File: src/rtl/audio_mix_out_if.sv
// Codec write-side handshake for audio_mix_out: the allowed/strobe pair plus both channel samples.
interface audio_mix_out_if;
  logic        audio_out_allowed;
  logic        write_audio_out;
  logic [31:0] left_channel_audio_out;
  logic [31:0] right_channel_audio_out;

  modport master (
    input  audio_out_allowed,
    output write_audio_out,
    output left_channel_audio_out,
    output right_channel_audio_out
  );

  modport slave (
    output audio_out_allowed,
    input  write_audio_out,
    input  left_channel_audio_out,
    input  right_channel_audio_out
  );
endinterface

File: src/rtl/audio_mix_out.sv
// Two-voice mixer/attenuator sampled at the codec rate, buffered in a FIFO and drained to the codec.
// Optional macro AUDIO_MIX_SAT_EN: saturate the 33-bit voice sum instead of wrapping it.
module audio_mix_out #(
  parameter int unsigned CLK_DIV    = 1042,
  parameter int unsigned FIFO_DEPTH = 4
) (
  input  logic                          clock,
  input  logic                          reset,
  input  logic [31:0]                   voice_a,
  input  logic                          voice_a_en,
  input  logic [31:0]                   voice_b,
  input  logic                          voice_b_en,
  input  logic [2:0]                    volume,
  input  logic                          mute,
  output logic [$clog2(FIFO_DEPTH):0]   fifo_level,
  output logic                          overflow,
  audio_mix_out_if.master               codec
);

  localparam int unsigned CNT_W = $clog2(CLK_DIV);
  localparam int unsigned PTR_W = $clog2(FIFO_DEPTH);
  localparam int unsigned LVL_W = PTR_W + 1;

  typedef enum logic [1:0] {
    ST_IDLE  = 2'd0,
    ST_WRITE = 2'd1,
    ST_GAP   = 2'd2
  } state_t;

  state_t             state_q;
  logic               write_q;
  logic [31:0]        data_q;

  logic [CNT_W-1:0]   cnt_q, cnt_d;
  logic [PTR_W-1:0]   wr_ptr_q, wr_ptr_d;
  logic [PTR_W-1:0]   rd_ptr_q, rd_ptr_d;
  logic [LVL_W-1:0]   level_q, level_d;
  logic               overflow_q, overflow_d;
  logic [31:0]        mem_q [FIFO_DEPTH];

  logic               tick_c;
  logic               full_c;
  logic               pop_c;
  logic               push_c;
  logic [32:0]        sum_c;
  logic signed [31:0] reduced_c;
  logic [31:0]        mix_c;

  // Sample mix: 33-bit sum, reduce to 32 bits, attenuate, then mute
  always_comb begin
    sum_c = (voice_a_en ? {voice_a[31], voice_a} : 33'd0)
          + (voice_b_en ? {voice_b[31], voice_b} : 33'd0);
`ifdef AUDIO_MIX_SAT_EN
    case (sum_c[32:31])
      2'b01:   reduced_c = 32'sh7FFF_FFFF;
      2'b10:   reduced_c = 32'sh8000_0000;
      default: reduced_c = $signed(sum_c[31:0]);
    endcase
`else
    reduced_c = $signed(sum_c[31:0]);
`endif
    mix_c = mute ? 32'd0 : 32'(reduced_c >>> volume);
  end

  // Tick counter, FIFO bookkeeping and sticky overflow
  always_comb begin
    tick_c     = (cnt_q == CNT_W'(CLK_DIV - 1));
    full_c     = (level_q == LVL_W'(FIFO_DEPTH));
    pop_c      = (state_q == ST_IDLE) && (level_q != '0) && codec.audio_out_allowed;
    push_c     = tick_c && (!full_c || pop_c);

    cnt_d      = tick_c ? '0 : cnt_q + CNT_W'(1);
    wr_ptr_d   = push_c ? wr_ptr_q + PTR_W'(1) : wr_ptr_q;
    rd_ptr_d   = pop_c  ? rd_ptr_q + PTR_W'(1) : rd_ptr_q;
    level_d    = level_q + LVL_W'(push_c) - LVL_W'(pop_c);
    overflow_d = overflow_q || (tick_c && full_c && !pop_c);
  end

  always_ff @(posedge clock) begin
    if (reset) begin
      cnt_q      <= '0;
      wr_ptr_q   <= '0;
      rd_ptr_q   <= '0;
      level_q    <= '0;
      overflow_q <= 1'b0;
    end else begin
      cnt_q      <= cnt_d;
      wr_ptr_q   <= wr_ptr_d;
      rd_ptr_q   <= rd_ptr_d;
      level_q    <= level_d;
      overflow_q <= overflow_d;
    end
  end

  // Storage is flushed by the pointer reset, so the array itself carries no reset
  always_ff @(posedge clock) begin
    if (!reset && push_c) begin
      mem_q[wr_ptr_q] <= mix_c;
    end
  end

  // Drain FSM: a pop in IDLE launches a one-cycle strobe followed by a mandatory gap
  always_ff @(posedge clock) begin
    if (reset) begin
      state_q <= ST_IDLE;
      write_q <= 1'b0;
      data_q  <= 32'd0;
    end else begin
      case (state_q)
        ST_IDLE: begin
          write_q <= 1'b0;
          if (pop_c) begin
            state_q <= ST_WRITE;
            write_q <= 1'b1;
            data_q  <= mem_q[rd_ptr_q];
          end
        end
        ST_WRITE: begin
          state_q <= ST_GAP;
          write_q <= 1'b0;
        end
        ST_GAP: begin
          state_q <= ST_IDLE;
          write_q <= 1'b0;
        end
        default: begin
          state_q <= ST_IDLE;
          write_q <= 1'b0;
        end
      endcase
    end
  end

  assign codec.write_audio_out         = write_q;
  assign codec.left_channel_audio_out  = data_q;
  assign codec.right_channel_audio_out = data_q;
  assign fifo_level                    = level_q;
  assign overflow                      = overflow_q;

endmodule
File: src/flat_wrapper.sv
// flat-port wrapper written by rule: the top's interface ports become plain ports
module audio_mix_out_flat 
#(
  parameter int unsigned CLK_DIV    = 1042,
  parameter int unsigned FIFO_DEPTH = 4
)
  (clock, reset, voice_a, voice_a_en, voice_b, voice_b_en, volume, mute, fifo_level, overflow, codec_audio_out_allowed, codec_write_audio_out, codec_left_channel_audio_out, codec_right_channel_audio_out);
  audio_mix_out_if codec_i ();
  input  logic clock;
  input  logic reset;
  input  logic [31:0] voice_a;
  input  logic voice_a_en;
  input  logic [31:0] voice_b;
  input  logic voice_b_en;
  input  logic [2:0] volume;
  input  logic mute;
  output logic [$clog2(FIFO_DEPTH):0] fifo_level;
  output logic overflow;
  input wire logic [$bits(codec_i.audio_out_allowed)-1:0] codec_audio_out_allowed;
  output wire logic [$bits(codec_i.write_audio_out)-1:0] codec_write_audio_out;
  output wire logic [$bits(codec_i.left_channel_audio_out)-1:0] codec_left_channel_audio_out;
  output wire logic [$bits(codec_i.right_channel_audio_out)-1:0] codec_right_channel_audio_out;
  assign codec_i.audio_out_allowed = codec_audio_out_allowed;
  assign codec_write_audio_out = codec_i.write_audio_out;
  assign codec_left_channel_audio_out = codec_i.left_channel_audio_out;
  assign codec_right_channel_audio_out = codec_i.right_channel_audio_out;
  audio_mix_out #(.CLK_DIV(CLK_DIV), .FIFO_DEPTH(FIFO_DEPTH)) u_core (.clock(clock), .reset(reset), .voice_a(voice_a), .voice_a_en(voice_a_en), .voice_b(voice_b), .voice_b_en(voice_b_en), .volume(volume), .mute(mute), .fifo_level(fifo_level), .overflow(overflow), .codec(codec_i));
endmodule
File: config.mk
export PLATFORM = sky130hd
export DESIGN_NAME = audio_mix_out_flat
export DESIGN_NICKNAME = d
export VERILOG_FILES = /design/src/rtl/audio_mix_out_if.sv /design/src/rtl/audio_mix_out.sv /design/src/flat_wrapper.sv
export SDC_FILE = /design/constraint.sdc
export NUM_CORES = 1
export LEC_CHECK = 0
export ABC_AREA = 1
export CAP_MARGIN = 20
export CELL_PAD_IN_SITES_DETAIL_PLACEMENT = 1
export CELL_PAD_IN_SITES_GLOBAL_PLACEMENT = 2
export CORE_ASPECT_RATIO = 0.9
export CORE_UTILIZATION = 35
export CTS_CLUSTER_DIAMETER = 100
export DETAILED_ROUTE_END_ITERATION = 8
export PLACE_DENSITY_LB_ADDON = 0.1
export SYNTH_ARGS = -nofsm -noshare
export SYNTH_HDL_FRONTEND = slang
export SYNTH_SLANG_ARGS = --single-unit
export TNS_END_PERCENT = 100
File: constraint.sdc
create_clock -name clock -period 9.7 [get_ports clock]
set_input_delay 2.425 -clock clock [delete_from_list [all_inputs] [get_ports clock]]
set_output_delay 2.425 -clock clock [all_outputs]
set_load 0.02 [all_outputs]
==> metrics.log <==
INFO  metric area_share_of_xor_xnor_cells_in_the_synthesized_design = 1.44%
INFO  metric synth.cells.most_frequent = 341 x sky130_fd_sc_hd__nand2_1, 205 x sky130_fd_sc_hd__inv_1, 193 x sky130_fd_sc_hd__nor2_1, 150 x sky130_fd_sc_hd__nand3_1, 128 x sky130_fd_sc_hd__edfxtp_1
INFO  metric htree_levels = 4
INFO  metric synth-compound-area-share = 9.44%
INFO  metric synth-warning-count = 0
INFO  metric fraction_of_layout_instances_using_a_drive_strength_above_1 = 5.21%
INFO  metric grt_pass1_wl = 48,500 µm
INFO  metric critical_path_arrival = 5590 ps
INFO  metric clk_path_buf_depth = 2
INFO  metric min-delay-path-class = reg -> reg
INFO  metric initial_core_util = 35.5%
INFO  metric cts_made_buffers = 17
INFO  metric num_antenna_cells = 0
INFO  metric routed_wire_length_per_instance = 14.9 µm
INFO  metric cp_data_required_time = 9860 ps
INFO  metric main_combinational_cell_family_by_area_after_synthesis = simple AND/OR/NAND/NOR gates
INFO  metric antenna_found_initial = 0
INFO  metric post-synth-top-count-cell = sky130_fd_sc_hd__nand2_1
INFO  metric min_period_over_period = 55.9%
INFO  metric floorplan.io_pins = 142
INFO  metric grt_usage = 19.0%
INFO  metric synth-adder-area-share = 4.81%
INFO  metric std_cell_rows = 61
INFO  metric synthSimpleGateAreaFrac = 27.8%
INFO  metric power_density = 191 nW/µm²
INFO  metric setup_violations = 0
INFO  metric critPathKind = in -> reg
INFO  metric crit_buf_inv = 4
INFO  metric tritoncts_num_sinks = 182
INFO  metric syn-mean-instance-area = 7.53 µm²
INFO  metric synth.mux.area_fraction = 0.0912%
INFO  metric slew_violations = 0
INFO  metric synth_cell_types = 45
INFO  metric cell_taking_the_most_area_after_synthesis = sky130_fd_sc_hd__edfxtp_1
INFO  metric synth_edf_count = 128
INFO  metric post-dp-hpwl = 21,800 µm
INFO  metric cpMaxStageDelayCell = sky130_fd_sc_hd__clkdlybuf4s50_1
INFO  metric flops_latches_synth = 182
INFO  metric yosysSeqAreaShare = 44.9%
INFO  metric synthTopCellsByArea = sky130_fd_sc_hd__edfxtp_1 35%, sky130_fd_sc_hd__nand2_1 12%, sky130_fd_sc_hd__dfxtp_1 9.8%
INFO  metric synth_async_sr_flop_share = 0%
INFO  metric netlist_area_before_placement = 11,000 µm²
INFO  metric design_area = 13,200 µm²
INFO  metric synth_largest_type_area_fraction = 35.0%
INFO  metric gpl.final_weighted_congestion = 0.807
INFO  metric dpl-instance-area = 12,600 µm²
INFO  metric final_net_count = 1,657
INFO  metric clkLatencyLatePin = 430 ps
INFO  metric vdd_ir_drop_max = 233 µV
INFO  metric cts-hold-fix-buffers = 0
INFO  metric crit_path_end_kind = flip-flop
INFO  metric timing.critical_path.fanout_max = 24
INFO  metric drc = 0
INFO  metric ys_dominant_reg_cell = sky130_fd_sc_hd__edfxtp_1
INFO  metric type_of_origin_of_the_critical_path = input port
INFO  metric grt_overflow = 0
INFO  metric drtIter0Drc = 310
INFO  metric syn_nets = 1,572
INFO  metric status = complete, no violations
INFO  metric critPathMostFrequentCell = sky130_fd_sc_hd__nand2_1
INFO  metric place.detailed.instances = 1,932
INFO  metric design.core.area = 30,900 µm²
INFO  metric clockRootBuffer = sky130_fd_sc_hd__clkbuf_16
INFO  metric final.setup.tns = 0 ps
INFO  metric die_area = 32,100 µm²
INFO  metric cts.reportedPaths.clkPinSlew = 70 ps
INFO  metric first_global_vias = 9,525
INFO  metric grt_max_degree = 68
INFO  metric postCtsSetupBuffers = 0
INFO  metric detailroute.via_count = 9,379
INFO  metric cts_resized = 0
INFO  metric final_antenna_net_count = 0
INFO  metric clock-skew-final = 9.42 ps
INFO  metric max_clock_freq = 184 MHz
INFO  metric rsz0062_at_grt = false
INFO  metric final.fill_count = 3,785
INFO  metric hold_viol = 0
INFO  metric p_leak = 5.95 nW
INFO  metric layout-area-overhead-vs-synth = 19.8%
INFO  metric cap_violations = 0
INFO  metric post_synthesis_cell_count = 1,458
INFO  metric tritoncts = done
INFO  metric final_period_minus_worst_setup_slack = 5430 ps
INFO  metric finalCoreUtilization = 42.6%
INFO  metric cells_along_the_critical_path = clkdlybuf4s50_1, buf_16, nand2_1, inv_1, ha_1, nand2_1, inv_1, a21oi_1, nand2_1, a21oi_1, nand2_1, nand2_1, nand3_1, nand3_1, nand2_1, a21oi_1
INFO  metric detail_route.vias_per_cell = 4.77
INFO  metric slew-limit-headroom = 33.2%
INFO  metric drt_pre_antenna_iters = 4
INFO  metric floorplan.die.height = 170 µm
INFO  metric cpLargestDelayFamily = buffers and inverters
INFO  metric tightest_slew = 1000 ps
INFO  metric numPortBuffers = 141
INFO  metric cp_slowest_stage_delay = 640 ps
INFO  metric post_layout_nonfiller_instances = 1,965
INFO  metric die_w = 189 µm
INFO  metric final_wirelength = 29,200 µm
[report_power, final]
part	internal [W]	total (W)	switching, W
Sequential	0.000908	0.000973	0.0000648
Clock	0.000342	0.000655	0.000313
Combinational	0.000360	0.000890	0.000530
Total	0.00161	0.00252	0.000908
[area by class of cell]
| cell class | count | area, µm² | share of cell area [%] |
|---|---|---|---|
| well taps | 409 | 512 | 3.89 |
| repair buffers | 156 | 1560 | 11.9 |
| multi-input cells | 979 | 4810 | 36.6 |
| inverters | 207 | 777 | 5.91 |
| clock inverters | 14 | 136 | 1.04 |
| flip-flops and latches | 182 | 4930 | 37.5 |
| clock buffers | 18 | 429 | 3.26 |
[kinds of logic (layout without fill, tap and decap cells)]
logic type                 after synthesis  after routing
AOI/OAI and AO/OA                      190            190
buffers and inverters                  297            395
and+or+nand+nor                        729            729
DFF                                    182            182
muxes                                    1              1
adders and majority gates               41             41
xor gates and xnor gates                18             18
[routing by layer]
layer | GRT usage (%) | part of all wire (%) | vias up
met2 | 35.5 | 50 | 132
met1 | 23.5 | 47 | 4365
li1 | - | - | 4859
met5 | 0 | 0 | -
met4 | 4.17 | 0.95 | 0
met3 | 1.75 | 1.8 | 23
[worst reg2reg max path, stage by stage, from the launching register on]
cell,delay [ps]
sky130_fd_sc_hd__dfxtp_1,450
sky130_fd_sc_hd__inv_1,110
sky130_fd_sc_hd__a31oi_4,170
sky130_fd_sc_hd__buf_4,550
sky130_fd_sc_hd__ha_1,380
sky130_fd_sc_hd__inv_1,60
sky130_fd_sc_hd__ha_1,130
sky130_fd_sc_hd__inv_1,50
sky130_fd_sc_hd__fa_1,370
sky130_fd_sc_hd__xor2_1,160
sky130_fd_sc_hd__o21ai_0,170
sky130_fd_sc_hd__a21oi_1,50
[registers in the layout, summed over array words and instances (netlist names)]
| name | count |
|---|---|
| u_core.fifo_level | 3 |
| u_core.wr_ptr_q | 2 |
| u_core.mem_q | 128 |
| u_core.codec.left_channel_audio_out | 32 |
| u_core.overflow | 1 |
| u_core.cnt_q | 11 |
| u_core.state_q | 2 |
| u_core.codec.write_audio_out | 1 |
| u_core.rd_ptr_q | 2 |
[stage by stage]
step / hold WS [ps] / total power [W] / setup slack (ps)
2_1_floorplan: 391 / 0.00157 / 4680
3_3_place_gp: 398 / 0.00187 / 3470
3_5_place_dp: 409 / 0.00189 / 3480
4_1_cts: 419 / 0.00255 / 3900
5_1_grt: 427 / 0.00266 / 3930
6_report: 418 / 0.00252 / 4270
[placed cells by master (no fill, tap or decap), types with 4 or more instances in the layout]
cell type,instances
sky130_fd_sc_hd__nand2_2,14
sky130_fd_sc_hd__a31oi_1,34
sky130_fd_sc_hd__nor2_2,9
sky130_fd_sc_hd__o21ai_0,113
sky130_fd_sc_hd__nand3_1,150
sky130_fd_sc_hd__ha_1,39
sky130_fd_sc_hd__nand2_1,341
sky130_fd_sc_hd__a21oi_1,27
sky130_fd_sc_hd__inv_1,204
sky130_fd_sc_hd__nor2_1,187
sky130_fd_sc_hd__nand4_1,4
sky130_fd_sc_hd__edfxtp_1,128
sky130_fd_sc_hd__inv_6,4
sky130_fd_sc_hd__nor3_1,5
sky130_fd_sc_hd__nand3b_1,7
sky130_fd_sc_hd__xor2_1,13
sky130_fd_sc_hd__clkbuf_16,17
sky130_fd_sc_hd__inv_8,5
sky130_fd_sc_hd__clkdlybuf4s50_1,141
sky130_fd_sc_hd__dfxtp_1,52
sky130_fd_sc_hd__buf_4,13
sky130_fd_sc_hd__xnor2_1,5
[worst paths after layout]
check,startpoint,endpoint,slack [ps],cells after the start
hold / removal,u_core.state_q[1],u_core.state_q[1],420,1
hold reg to reg,u_core.state_q[1],u_core.state_q[1],420,1
setup / recovery,voice_b_en,u_core.mem_q[1][29],4270,16
setup reg to reg,u_core.fifo_level[1],u_core.fifo_level[2],6960,11
(Power assumes the default switching activity.)
